===== src/rtl/register_file_mp.sv =====
// register_file_mp: multi-port GPR file feeding the ID/EX operand registers.
// Registered reads with write bypass, per-port hold and an optional zero register.
module register_file_mp #(
  parameter int DATA_WIDTH = 32,
  parameter int ADDR_WIDTH = 5,
  parameter int NUM_READ   = 2,
  parameter bit ZERO_REG   = 1'b1,
  parameter bit BYPASS     = 1'b1
) (
  input  logic                           clk,
  input  logic                           rst_n,
  input  logic [NUM_READ-1:0]            rd_en,
  input  logic [NUM_READ*ADDR_WIDTH-1:0] rd_addr,
  output logic [NUM_READ*DATA_WIDTH-1:0] rd_data,
  input  logic                           wr0_en,
  input  logic                           wr0_no_op,
  input  logic [ADDR_WIDTH-1:0]          wr0_addr,
  input  logic [DATA_WIDTH-1:0]          wr0_data,
  input  logic                           wr1_en,
  input  logic [ADDR_WIDTH-1:0]          wr1_addr,
  input  logic [DATA_WIDTH-1:0]          wr1_data
);

  localparam int DEPTH = 2 ** ADDR_WIDTH;

  logic [DATA_WIDTH-1:0]          mem_q [DEPTH];
  logic [DATA_WIDTH-1:0]          mem_d [DEPTH];
  logic [NUM_READ*DATA_WIDTH-1:0] rd_data_q;
  logic [NUM_READ*DATA_WIDTH-1:0] rd_data_d;
  logic                           w0;
  logic                           w1;
  logic [ADDR_WIDTH-1:0]          rd_a;

  // Qualify both write ports; r0 swallows writes when hardwired
  always_comb begin
    w0 = wr0_en & ~wr0_no_op;
    w1 = wr1_en;
    if (ZERO_REG && wr0_addr == '0) w0 = 1'b0;
    if (ZERO_REG && wr1_addr == '0) w1 = 1'b0;
  end

  // Next register contents; port 1 wins a same-address collision
  always_comb begin
    for (int i = 0; i < DEPTH; i++) begin
      mem_d[i] = mem_q[i];
      if (w0 && wr0_addr == ADDR_WIDTH'(i)) mem_d[i] = wr0_data;
      if (w1 && wr1_addr == ADDR_WIDTH'(i)) mem_d[i] = wr1_data;
    end
  end

  // Next read data per port: hold when disabled, else forwarded value
  always_comb begin
    rd_data_d = rd_data_q;
    rd_a      = '0;
    for (int k = 0; k < NUM_READ; k++) begin
      rd_a = rd_addr[k*ADDR_WIDTH +: ADDR_WIDTH];
      if (rd_en[k]) begin
        if (ZERO_REG && rd_a == '0) begin
          rd_data_d[k*DATA_WIDTH +: DATA_WIDTH] = '0;
        end else if (BYPASS && w1 && wr1_addr == rd_a) begin
          rd_data_d[k*DATA_WIDTH +: DATA_WIDTH] = wr1_data;
        end else if (BYPASS && w0 && wr0_addr == rd_a) begin
          rd_data_d[k*DATA_WIDTH +: DATA_WIDTH] = wr0_data;
        end else begin
          rd_data_d[k*DATA_WIDTH +: DATA_WIDTH] = mem_q[rd_a];
        end
      end
    end
  end

  // State update; reset clears every register and read port at once
  always_ff @(posedge clk or negedge rst_n) begin
    if (!rst_n) begin
      for (int i = 0; i < DEPTH; i++) mem_q[i] <= '0;
      rd_data_q <= '0;
    end else begin
      for (int i = 0; i < DEPTH; i++) mem_q[i] <= mem_d[i];
      rd_data_q <= rd_data_d;
    end
  end

  assign rd_data = rd_data_q;

endmodule


===== config.mk =====
export PLATFORM = sky130hd
export DESIGN_NAME = register_file_mp
export DESIGN_NICKNAME = d
export VERILOG_FILES = /design/src/rtl/register_file_mp.sv
export SDC_FILE = /design/constraint.sdc
export NUM_CORES = 2
export LEC_CHECK = 0
export BUFFER_PORTS_ARGS = -buffer_cell sky130_fd_sc_hd__buf_2
export CORE_ASPECT_RATIO = 1.2
export CORE_UTILIZATION = 60
export DETAILED_ROUTE_END_ITERATION = 16
export PLACE_DENSITY = 0.77
export SLEW_MARGIN = 15
export SYNTH_ARGS = -nofsm -noshare
export SYNTH_HDL_FRONTEND = slang
export SYNTH_SLANG_ARGS = --single-unit

===== constraint.sdc =====
create_clock -name clk -period 4.2 [get_ports clk]
set_input_delay 0.84 -clock clk [delete_from_list [all_inputs] [get_ports clk]]
set_output_delay 0.84 -clock clk [all_outputs]
set_load 0.05 [all_outputs]

==> run summary <==
CLOCKING
----------------------------------------------------------------------------------
Count of H-tree levels built during CTS                                          3
Clock root buffer                                                     sky130_fd_sc_hd__clkbuf_16
Number of buffers added by the clock tree synthesis step                       109
Max Buffers Root-to-Sink                                                         3
Skew-Pair Late Insertion Delay                                             0.76 ns
Hold-fix buffer count after cts                                                  0
Number of clock sinks                                                         1088
Number of setup buffers added after CTS                                          0
Clock tree from TritonCTS                                                      yes
Number of gates resized after CTS                                                0
Clock-pin slew on the worst setup and hold paths                           0.06 ns

LOGIC SYNTHESIS
----------------------------------------------------------------------------------
Number of instances in the synthesized netlist                                6100
Primary FF master, synth                                              sky130_fd_sc_hd__dfrtp_1
Count of flip-flops with a built-in enable after synthesis                       0
Avg Cell Area, Syn                                                     10.91 sq um
Mapped Area                                                           0.06654 sq mm
Count of cell types in the netlist                                              45
Part of the Yosys area used for sequential elements                         0.4092
Synthesized Nets                                                              6191
Number of synthesized register bits                                           1088
Async set or reset register ratio after synthesis                            1.000
Synthesis warning total                                                          0

SETUP PATH
----------------------------------------------------------------------------------
WP data arrival                                                            3.71 ns
Destination of the worst register-to-register timing path             rd_data[48]$_DFFE_PN0P_
Cell Chain, Critical Path                                             buf_2, nand2b_1, nor3_1, nand2_4, mux2i_1, o21ai_0
Launching element type of the critical path                           primary input
Worst-path cell with the longest stage delay                          sky130_fd_sc_hd__nor3_1
CP Max Fanout                                                                   32
Endpoint kind of the worst setup timing path                              register
Reg2reg path depth                                                               4
Number of buffer and inverter stages on the critical path                        1
Source of the worst register-to-register timing path                  mem_q[688]$_DFFE_PN0P_
Critical path class                                                   primary input to register
Max incr delay on CP                                                       0.86 ns
Internal reg-to-reg setup slack                                            1.95 ns
Crit path max-delay family                                            simple AND/OR/NAND/NOR gates
Worst EP required                                                          4.78 ns

FINAL LAYOUT
----------------------------------------------------------------------------------
Final Cell Area                                                       0.07260 sq mm
Post-layout utilization of the core                                         0.6610
Total area of multi-input combinational cells                         0.03674 sq mm
Layout Cells excl Fill                                                        7292
Area Overhead vs Synth                                                      9.105%
Share of final-layout standard cells stronger than drive strength 1         0.2014
Final-stage net count                                                         5862
Fill cell count                                                               8022
Storage element area                                                  0.02723 sq mm

TIMING
----------------------------------------------------------------------------------
Worst hold margin                                                       0.08925 ns
Slew at the pin closest to its max-slew limit                             1.436 ns
RSZ-0062 raised after global routing                                         false
Setup total negative slack                                                    0 ns
Number of failing hold endpoints at the final stage                              0
Post-layout min period                                                    3.126 ns
Final worst slack                                                         1.074 ns
Worst slew margin relative to its limit                                    0.04024
Final setup viols                                                                0
Clock Skews                                                             0.02514 ns
Final period util                                                           0.7443
Fmax                                                                     319.9 MHz
Pins over their slew limit                                                       0

DIE
----------------------------------------------------------------------------------
Die Width                                                                   306 um
Row cnt                                                                        133
Floorplan die height                                                      366.8 um
Effective utilization at floorplan                                          0.6058
Placeable Area                                                        0.1098 sq mm
Number of placed I/O pins                                                      155
Area enclosed by the die boundary                                     0.1122 sq mm

ROUTING
----------------------------------------------------------------------------------
Remaining number of nets flagged by the antenna check after routing              0
Total iterations of the first detailed-routing run                               6
Number of remaining DRC errors                                                   0
Number of DRC markers after the initial detailed-route iteration              9234
Wire per inst                                                             34.30 um
Via count                                                                    55190
Final wirelength                                                         250100 um
Post-detailed-route via-to-cell ratio                                        7.569

JOB
----------------------------------------------------------------------------------
Maximum capacitance violations                                                   0

PLACED DESIGN
----------------------------------------------------------------------------------
Number of buffer cells added on primary ports                                  154
Worst slack after detailed placement                                     0.5223 ns
Post-placement cell count                                                     7077
Final GP Congestion                                                         0.9387
Placement-stage cell area                                             0.06898 sq mm
Final HPWL from detailed placement                                       140700 um

POWER
----------------------------------------------------------------------------------
Power density relative to cell area                                   477.8 mW/mm^2
Peak supply drop                                                       0.0003812 V
PnR Total Power                                                           34.69 mW
P_leak                                                                    31.11 nW

GLOBAL ROUTING
----------------------------------------------------------------------------------
Antenna violations before repair                                                21
Global-route congestion overflow total                                           0
Maximum number of pins on one net before global-route repair                   113
Via count of the first global-routing pass                                   54710
Wire length of the first global-routing pass                             366700 um
Total global routing track utilization                                      0.4488

HOLD PATH
----------------------------------------------------------------------------------
Path category of the worst min-delay check                            primary input to asynchronous set/reset pin

RUN STATUS
----------------------------------------------------------------------------------
Run status                                                            finished, final reports clean

[cell type report]
| class | instances | area share |
|---|---|---|
| multi-input combinational | 4218 | 0.5061 |
| sequential | 1088 | 0.3750 |
| timing repair buffer | 348 | 0.04421 |
| clock buffer | 156 | 0.04393 |
| tap | 1417 | 0.02442 |
| clock inverter | 42 | 0.005343 |
| antenna | 17 | 0.0005860 |
| inverter | 6 | 0.0003447 |
[power by group]
part / internal (mW) / switching [mW] / total, mW
Sequential: 13.2 / 2.40 / 15.6
Combinational: 4.60 / 4.46 / 9.06
Clock: 5.58 / 4.47 / 10.0
Total: 23.4 / 11.3 / 34.7
[flip-flops by register name, indices dropped and copies added (netlist names)]
name	flops
rd_data	64
mem_q	1024
[how the worst max path moves through the flow]
stage	end	slack [ns]	from	cells past startpoint
global route	mem_q[830]$_DFFE_PN0P_	1.05	wr0_no_op	6
detailed placement	mem_q[938]$_DFFE_PN0P_	0.52	wr0_no_op	7
finish	mem_q[821]$_DFFE_PN0P_	1.07	wr0_no_op	6
global placement	mem_q[937]$_DFFE_PN0P_	0.62	wr0_no_op	7
floorplan	rd_data[12]$_DFFE_PN0P_	0.85	rd_addr[0]	7
CTS	mem_q[701]$_DFFE_PN0P_	1.28	wr0_no_op	6
[layout by cell type (no fill, tap or decap), drive strengths merged, types with 2 or more instances in the layout]
cell type	synthesis	layout
xnor2	15	15
inv	4	8
or3	2	2
nand2b	11	11
nor3b	2	2
clkinv	2	29
nor2b	87	87
nor3	21	21
nand2	510	510
o22ai	27	27
mux4	580	580
buf	204	348
nand3	39	39
a22oi	21	21
and3	4	4
clkinvlp	0	6
dfrtp	1088	1088
a21oi	594	594
mux2i	1070	1070
bufinv	0	5
o221ai	38	38
and2	2	2
clkbuf	584	156
nor2	588	588
diode	0	17
nor4	5	5
o21ai	459	459
a22o	46	46
nand4	13	13
o211ai	7	7
xor2	5	5
or4	34	34
or2	6	6
a221o	25	25
[synthesized netlist by cell type, drive strengths merged, types with 2 or more instances]
cell type,instances,area [sq um]
nor2,588,2207
xor2,5,43.79
mux2i,1070,10710
nor3,21,105.1
nand2b,11,68.82
a22o,46,402.9
xnor2,15,131.4
and3,4,25.02
o21ai,459,2297
or4,34,255.2
nand4,13,81.33
a21oi,594,2973
a221o,25,250.2
o211ai,7,52.55
mux4,580,13060
a22oi,21,157.7
or2,6,37.53
clkinv,2,7.510
buf,204,944.7
nand2,510,1914
clkbuf,584,2192
nor2b,87,544.3
o22ai,27,168.9
nor3b,2,15.01
nand3,39,195.2
nor4,5,31.28
dfrtp,1088,27230
o221ai,38,332.8
and2,2,12.52
or3,2,12.51
inv,4,15.01
[worst register-to-register path, delay by kind of cell (launching register included)]
family | cells | cell delay (ns)
multiplexers | 2 | 0.98
flip-flops | 1 | 0.40
AND/OR/NAND/NOR | 2 | 0.70
[metal layers]
metal	track usage	vias to the layer above	wire length (um)
met5	0.01464	-	261
met4	0.3110	8	21850
met3	0.1898	1411	42870
met2	0.6234	5064	103800
met1	0.5661	27070	81370
li1	-	21640	-
[cell families after synthesis]
group	count (synthesis)	synth area share
buffers and inverters	794	0.04748
multiplexers	1650	0.3573
AND/OR/NAND/NOR	1326	0.08298
AO/OA/AOI/OAI	1222	0.1005
XOR/XNOR	20	0.002633
flip-flops	1088	0.4092
No activity file was read; power rests on OpenSTA's default activity.
